[src/rtl/dmi_arbiter_if.sv]
// DMI payload types and the bundled requester/DM handshake interface for dmi_arbiter.
// slave = arbiter view, master = requesters plus debug-module environment view.
package dm;
  typedef struct packed {
    logic [6:0]  addr;
    logic [1:0]  op;
    logic [31:0] data;
  } dmi_req_t;

  typedef struct packed {
    logic [31:0] data;
    logic [1:0]  resp;
  } dmi_resp_t;
endpackage

interface dmi_arbiter_if #(
  parameter int unsigned NumReq = 2
);
  dm::dmi_req_t [NumReq-1:0] req_i;
  logic [NumReq-1:0]         req_valid_i;
  logic [NumReq-1:0]         req_ready_o;
  dm::dmi_resp_t             resp_o;
  logic [NumReq-1:0]         resp_valid_o;
  logic [NumReq-1:0]         resp_ready_i;
  dm::dmi_req_t              dmi_req_o;
  logic                      dmi_req_valid_o;
  logic                      dmi_req_ready_i;
  dm::dmi_resp_t             dmi_resp_i;
  logic                      dmi_resp_valid_i;
  logic                      dmi_resp_ready_o;

  modport slave (
    input  req_i, req_valid_i, resp_ready_i, dmi_req_ready_i, dmi_resp_i, dmi_resp_valid_i,
    output req_ready_o, resp_o, resp_valid_o, dmi_req_o, dmi_req_valid_o, dmi_resp_ready_o
  );

  modport master (
    output req_i, req_valid_i, resp_ready_i, dmi_req_ready_i, dmi_resp_i, dmi_resp_valid_i,
    input  req_ready_o, resp_o, resp_valid_o, dmi_req_o, dmi_req_valid_o, dmi_resp_ready_o
  );
endinterface

[src/rtl/dmi_arbiter.sv]
// Round-robin arbiter sharing one DMI port among NumReq requesters, one transaction in flight.
// Optional response watchdog with late-response drain: `define DMI_ARB_TIMEOUT_EN.
module dmi_arbiter #(
  parameter int unsigned NumReq        = 2,
  parameter int unsigned TimeoutCycles = 1024
) (
  input logic        clk_i,
  input logic        rst_i,
  dmi_arbiter_if.slave bus
);

  localparam int unsigned IdxW = (NumReq > 1) ? $clog2(NumReq) : 1;

  localparam logic [1:0] IDLE = 2'd0;
  localparam logic [1:0] REQ  = 2'd1;
  localparam logic [1:0] RESP = 2'd2;
  localparam logic [1:0] RET  = 2'd3;

  if (NumReq < 2 || TimeoutCycles < 2) begin : g_param_check
    $error("dmi_arbiter: NumReq and TimeoutCycles must both be >= 2");
  end

  logic [1:0]        state_q, state_d;
  logic [IdxW-1:0]   last_q, last_d;
  logic [IdxW-1:0]   owner_q, owner_d;
  dm::dmi_req_t      req_q, req_d;
  dm::dmi_resp_t     resp_q, resp_d;
  logic              dmi_req_valid_q, dmi_req_valid_d;
  logic              dmi_resp_ready_q, dmi_resp_ready_d;
  logic [NumReq-1:0] resp_valid_q, resp_valid_d;

  logic [IdxW-1:0]   grant_c;
  logic              found_c;
  logic [IdxW-1:0]   scan_idx;

`ifdef DMI_ARB_TIMEOUT_EN
  localparam int unsigned CntW = $clog2(TimeoutCycles + 1);
  localparam logic [CntW-1:0] CntLim = CntW'(TimeoutCycles - 1);

  logic [CntW-1:0] cnt_q, cnt_d;
  logic            drain_q, drain_d;
  logic            timeout_c;

  assign timeout_c = (cnt_q == CntLim);
`endif

  // First valid requester after last_q, wrapping around.
  always_comb begin
    grant_c  = last_q;
    found_c  = 1'b0;
    scan_idx = '0;
    for (int unsigned k = 1; k <= NumReq; k++) begin
      scan_idx = IdxW'((32'(last_q) + k) % NumReq);
      if (!found_c && bus.req_valid_i[scan_idx]) begin
        found_c = 1'b1;
        grant_c = scan_idx;
      end
    end
  end

  always_comb begin
    state_d         = state_q;
    last_d          = last_q;
    owner_d         = owner_q;
    req_d           = req_q;
    resp_d          = resp_q;
    dmi_req_valid_d = dmi_req_valid_q;
    resp_valid_d    = resp_valid_q;
`ifdef DMI_ARB_TIMEOUT_EN
    cnt_d   = cnt_q;
    drain_d = drain_q;
    if ((state_q == REQ || state_q == RESP) && !timeout_c) begin
      cnt_d = cnt_q + CntW'(1);
    end
    // A late response from an abandoned transaction is swallowed here.
    if (drain_q && dmi_resp_ready_q && bus.dmi_resp_valid_i &&
        (state_q == IDLE || state_q == RET)) begin
      drain_d = 1'b0;
    end
`endif

    case (state_q)
      IDLE: begin
        if (found_c) begin
          req_d           = bus.req_i[grant_c];
          owner_d         = grant_c;
          last_d          = grant_c;
          dmi_req_valid_d = 1'b1;
          state_d         = REQ;
`ifdef DMI_ARB_TIMEOUT_EN
          cnt_d           = '0;
`endif
        end
      end
      REQ: begin
        if (bus.dmi_req_ready_i) begin
          dmi_req_valid_d = 1'b0;
          state_d         = RESP;
        end
`ifdef DMI_ARB_TIMEOUT_EN
        else if (timeout_c) begin
          dmi_req_valid_d = 1'b0;
          resp_d.data     = 32'h0;
          resp_d.resp     = 2'h2;
          resp_valid_d    = NumReq'(1) << owner_q;
          drain_d         = 1'b1;
          state_d         = RET;
        end
`endif
      end
      RESP: begin
        if (bus.dmi_resp_valid_i) begin
          resp_d       = bus.dmi_resp_i;
          resp_valid_d = NumReq'(1) << owner_q;
          state_d      = RET;
        end
`ifdef DMI_ARB_TIMEOUT_EN
        else if (timeout_c) begin
          resp_d.data  = 32'h0;
          resp_d.resp  = 2'h2;
          resp_valid_d = NumReq'(1) << owner_q;
          drain_d      = 1'b1;
          state_d      = RET;
        end
`endif
      end
      RET: begin
        if (bus.resp_ready_i[owner_q]) begin
          resp_valid_d = '0;
          state_d      = IDLE;
        end
      end
      default: state_d = IDLE;
    endcase

`ifdef DMI_ARB_TIMEOUT_EN
    dmi_resp_ready_d = (state_d == RESP) ||
                       (drain_d && (state_d == IDLE || state_d == RET));
`else
    dmi_resp_ready_d = (state_d == RESP);
`endif
  end

  always_ff @(posedge clk_i or posedge rst_i) begin
    if (rst_i) begin
      state_q          <= IDLE;
      last_q           <= IdxW'(NumReq - 1);
      owner_q          <= '0;
      req_q            <= '0;
      resp_q           <= '0;
      dmi_req_valid_q  <= 1'b0;
      dmi_resp_ready_q <= 1'b0;
      resp_valid_q     <= '0;
    end else begin
      state_q          <= state_d;
      last_q           <= last_d;
      owner_q          <= owner_d;
      req_q            <= req_d;
      resp_q           <= resp_d;
      dmi_req_valid_q  <= dmi_req_valid_d;
      dmi_resp_ready_q <= dmi_resp_ready_d;
      resp_valid_q     <= resp_valid_d;
    end
  end

`ifdef DMI_ARB_TIMEOUT_EN
  always_ff @(posedge clk_i or posedge rst_i) begin
    if (rst_i) begin
      cnt_q   <= '0;
      drain_q <= 1'b0;
    end else begin
      cnt_q   <= cnt_d;
      drain_q <= drain_d;
    end
  end
`endif

  // Ready is the only combinational output; held low while reset is asserted.
  assign bus.req_ready_o      = (state_q == IDLE && found_c && !rst_i) ?
                                (NumReq'(1) << grant_c) : '0;
  assign bus.resp_o           = resp_q;
  assign bus.resp_valid_o     = resp_valid_q;
  assign bus.dmi_req_o        = req_q;
  assign bus.dmi_req_valid_o  = dmi_req_valid_q;
  assign bus.dmi_resp_ready_o = dmi_resp_ready_q;

endmodule
[src/flat_wrapper.sv]
// flat-port wrapper written by rule: the top's interface ports become plain ports
module dmi_arbiter_flat 
#(
  parameter int unsigned NumReq        = 2,
  parameter int unsigned TimeoutCycles = 1024
)
  (clk_i, rst_i, bus_req_i, bus_req_valid_i, bus_resp_ready_i, bus_dmi_req_ready_i, bus_dmi_resp_i, bus_dmi_resp_valid_i, bus_req_ready_o, bus_resp_o, bus_resp_valid_o, bus_dmi_req_o, bus_dmi_req_valid_o, bus_dmi_resp_ready_o);
  dmi_arbiter_if #(.NumReq(NumReq)) bus_i ();
  input logic clk_i;
  input logic rst_i;
  input wire logic [$bits(bus_i.req_i)-1:0] bus_req_i;
  input wire logic [$bits(bus_i.req_valid_i)-1:0] bus_req_valid_i;
  input wire logic [$bits(bus_i.resp_ready_i)-1:0] bus_resp_ready_i;
  input wire logic [$bits(bus_i.dmi_req_ready_i)-1:0] bus_dmi_req_ready_i;
  input wire logic [$bits(bus_i.dmi_resp_i)-1:0] bus_dmi_resp_i;
  input wire logic [$bits(bus_i.dmi_resp_valid_i)-1:0] bus_dmi_resp_valid_i;
  output wire logic [$bits(bus_i.req_ready_o)-1:0] bus_req_ready_o;
  output wire logic [$bits(bus_i.resp_o)-1:0] bus_resp_o;
  output wire logic [$bits(bus_i.resp_valid_o)-1:0] bus_resp_valid_o;
  output wire logic [$bits(bus_i.dmi_req_o)-1:0] bus_dmi_req_o;
  output wire logic [$bits(bus_i.dmi_req_valid_o)-1:0] bus_dmi_req_valid_o;
  output wire logic [$bits(bus_i.dmi_resp_ready_o)-1:0] bus_dmi_resp_ready_o;
  assign bus_i.req_i = bus_req_i;
  assign bus_i.req_valid_i = bus_req_valid_i;
  assign bus_i.resp_ready_i = bus_resp_ready_i;
  assign bus_i.dmi_req_ready_i = bus_dmi_req_ready_i;
  assign bus_i.dmi_resp_i = bus_dmi_resp_i;
  assign bus_i.dmi_resp_valid_i = bus_dmi_resp_valid_i;
  assign bus_req_ready_o = bus_i.req_ready_o;
  assign bus_resp_o = bus_i.resp_o;
  assign bus_resp_valid_o = bus_i.resp_valid_o;
  assign bus_dmi_req_o = bus_i.dmi_req_o;
  assign bus_dmi_req_valid_o = bus_i.dmi_req_valid_o;
  assign bus_dmi_resp_ready_o = bus_i.dmi_resp_ready_o;
  dmi_arbiter #(.NumReq(NumReq), .TimeoutCycles(TimeoutCycles)) u_core (.clk_i(clk_i), .rst_i(rst_i), .bus(bus_i));
endmodule
[config.mk]
export PLATFORM = sky130hd
export DESIGN_NAME = dmi_arbiter_flat
export DESIGN_NICKNAME = d
export VERILOG_FILES = /design/src/rtl/dmi_arbiter_if.sv /design/src/rtl/dmi_arbiter.sv /design/src/flat_wrapper.sv
export SDC_FILE = /design/constraint.sdc
export NUM_CORES = 1
export LEC_CHECK = 0
export CORE_ASPECT_RATIO = 0.9
export CORE_MARGIN = 2
export CORE_UTILIZATION = 35
export CTS_BUF_LIST = sky130_fd_sc_hd__clkbuf_16
export CTS_CLUSTER_SIZE = 24
export DETAILED_ROUTE_END_ITERATION = 7
export PLACE_DENSITY = 0.77
export SLEW_MARGIN = 10
export SYNTH_ARGS = -nofsm -noshare
export SYNTH_HDL_FRONTEND = slang
export SYNTH_SLANG_ARGS = --single-unit
[constraint.sdc]
create_clock -name clk_i -period 3 [get_ports clk_i]
set_input_delay 0.6 -clock clk_i [delete_from_list [all_inputs] [get_ports clk_i]]
set_output_delay 0.6 -clock clk_i [all_outputs]
set_load 0.02 [all_outputs]
==> impl_metrics.yaml <==
synth:
  synthAdderAreaFrac_pct: 0
  yosysUniqueCellTypes: 25
  synth_mux_area_share_pct: 10.8
  synth_cells: 331
  synth_seq_cells: 83
  synth_top_area_share_pct: 56.2
  synth_compound_area_share_pct: 13.1
  synthSimpleGateAreaFrac_pct: 2.57
  synth_top_family_by_area: "buffers and inverters"
  yosysSeqAreaShare_pct: 56.9
  synthXorXnorAreaFrac_pct: 0
  synth_top_area_cell: "dfrtp_1"
  synth_area_leaders: "dfrtp_1, inv_1, a222oi_1"
  synth_area_per_cell_um2: 11.0
  synth_nets: 455
  synthesis.area_um2: 3650
  ys.warnings.count: 0
cells_and_area:
  drive_above_1_share_pct: 11.7
  multi_input_area_um2: 973
  regArea_um2: 2080
  syn_to_final_growth_pct: 66.7
  diodes: 0
  fillers: 870
  fin_nets: 659
routing:
  postRouteWirelength_mm: 10.1
  wire_per_inst_um: 15.1
  via_per_inst: 4.75
  drt-initial-drc-count: 338
  vias: 3177
  drc: 0
  antenna_left: 0
  dr.pass1.iters: 6
placed_design:
  dpl.hpwl_mm: 7.39
  gp_congestion: 0.808
  place_ws_ns: 0.111
  port_buffers: 204
die:
  die_w_um: 112
  die_area_um2: 11300
  rows: 35
  ios: 205
  fp.dieH_um: 101
  core_area_um2: 10200
  start_util_pct: 35.8
setup_path:
  critPathSlowestCell: "clkdlybuf4s50_1"
  path_common_cell: "clkdlybuf4s50_1"
  path_max_fanout: 2
  critPathKind: "in2out"
  max_stage_delay_ns: 0.63
  path_cells: "clkdlybuf4s50_1 -> inv_2 -> a2111oi_4 -> and2_1 -> clkdlybuf4s50_1"
  arrival_ns: 2.29
  critPathLaunchType: "input pin"
  reg2reg_depth: 4
  worstPathRequired_ns: 2.40
  reg2reg_from: "u_core.last_q$_DFFE_PP1P_"
  r2r_end: "u_core.bus.dmi_req_o[22]$_DFFE_PP0P_"
  rrSetupSlack_ns: 1.25
  endpoint_kind: "primary output"
power:
  p_per_area_nw_per_um2: 995
  p_leak_uw: 0.00294
  ir_worst_vdd_uv: 508
timing:
  period_minus_slack_ns: 2.89
  setup-violations-final: 0
  min_period_over_period_pct: 96.4
  fmax_mhz: 346
  finalSetupTns_ns: 0
  hold_slack_ns: 0.476
  slew_headroom_pct: 31.0
  post-route-worst-setup-slack_ns: 0.109
  worst_slew_pin_slew_ns: 1.03
  fin_skew_ns: 0.00710
  rsz0062_at_grt: "false"
  finalHoldViolations: 0
  slew_violations: 0
global_route:
  grt_remaining_overflow: 0
  grt_max_degree: 84
  grt_usage_pct: 18.1
  grt_pass1_vias: 3303
  grt_pass1_wl_mm: 16.3
  antenna_found_initial: 0
hold_path:
  hp-class: "reg2reg"
  min-delay-start: "u_core.bus.dmi_req_valid_o$_DFFE_PP0P_"
  hold_depth: 2
  hold_path_end: "u_core.bus.dmi_req_valid_o$_DFFE_PP0P_"
cts:
  h-tree-depth: 3
  cts_buffers: 9
  ctsHoldBuffers: 0
  clock-root-buffer: "clkbuf_16"
  cts_tree: "built"
  numClockSinks: 83
  insertion_delay_ns: 0.33
  clkSlewWorstSetupHoldPaths_ns: 0.06
  cts_buffer_depth: 2
  cts_resized: 0
  postCtsSetupBuffers: 0
flow_run:
  maxCapViolations: 0
outcome:
  outcome: "completed"
critical path: cells and delay by family:
family | cells | cell delay (ns)
AOI/OAI and AO/OA | 1 | 0.33
and+or+nand+nor | 1 | 0.17
buffers and inverters | 3 | 1.18
sequential cells by signal, indices dropped and copies added (netlist names):
name	cells
u_core.bus.resp_o	34
u_core.last_q	1
u_core.owner_q	1
u_core.bus.dmi_req_valid_o	1
u_core.bus.resp_valid_o	2
u_core.state_q	2
u_core.bus.dmi_req_o	41
u_core.bus.dmi_resp_ready_o	1
worst max-delay path by stage:
stage | startpoint | endpoint | slack [ns] | depth (start not counted)
global route | bus_req_valid_i[0] | bus_req_ready_o[0] | 0.03 | 5
global placement | bus_req_valid_i[0] | bus_req_ready_o[0] | 0.12 | 5
detailed placement | bus_req_valid_i[0] | bus_req_ready_o[0] | 0.11 | 5
CTS | bus_req_valid_i[0] | bus_req_ready_o[0] | 0.09 | 5
floorplan | rst_i | bus_req_ready_o[0] | 0.16 | 2
finish | bus_req_valid_i[0] | bus_req_ready_o[0] | 0.11 | 5
cell usage after synthesis:
| library cell | count |
|---|---|
| inv_1 | 126 |
| dfrtp_1 | 82 |
| a222oi_1 | 41 |
| mux2_2 | 34 |
| buf_2 | 11 |
| nand2_1 | 6 |
| buf_6 | 5 |
| a21oi_1 | 3 |
| nor2_1 | 3 |
| and2_1 | 2 |
| buf_4 | 2 |
| nand3b_1 | 2 |
| o22ai_1 | 2 |
| a2111oi_4 | 1 |
| and3_1 | 1 |
| clkbuf_1 | 1 |
| dfstp_2 | 1 |
| inv_2 | 1 |
| mux2i_1 | 1 |
| nand2b_1 | 1 |
| nand3_1 | 1 |
| nand4_1 | 1 |
| o21ai_0 | 1 |
| o21ai_2 | 1 |
| or3b_2 | 1 |
where the power goes:
part	switching, uW	internal (uW)
registers	305	1680
clock network	454	565
logic	1450	1600
layer usage:
layer / wire length, um / track usage [%]
met5: 0 / 0
met4: 178 / 6.36
met3: 886 / 5.29
met2: 5070 / 31.4
met1: 3960 / 21.6
cell type report:
cell class	instances	share of cell area (%)
clock inverters	7	0.863
well taps	129	2.65
repair buffers	212	34.7
multi-input cells	102	16.0
clock buffers	9	3.70
flip-flops and latches	83	34.1
inverters	127	7.89
cell usage in the layout, fill, tap and decap left out, drive strengths merged, types with 2 or more instances in the layout:
master / n
a21oi: 3
a222oi: 41
and2: 2
buf: 8
clkbuf: 9
clkdlybuf4s50: 204
clkinvlp: 4
dfrtp: 82
inv: 129
mux2: 34
nand2: 6
nand3b: 2
nor2: 3
o21ai: 2
o22ai: 2
logic make-up after synthesis:
logic type	count (synthesis)
compound gates	49
buf+inv	146
mux	35
simple gates	18
flops	83
through the flow:
step | cell area [um^2] | total power [uW] | instances | utilization [%]
6_report | 6090 | 6050 | 669 | 59.6
3_5_place_dp | 5810 | 5080 | 653 | 56.9
5_1_grt | 6090 | 6420 | 669 | 59.6
2_1_floorplan | 3650 | 3630 | 331 | -
4_1_cts | 6090 | 6130 | 669 | 59.6
3_3_place_gp | 5810 | 5000 | 653 | 56.9
Power figures use the tool's default switching activity.
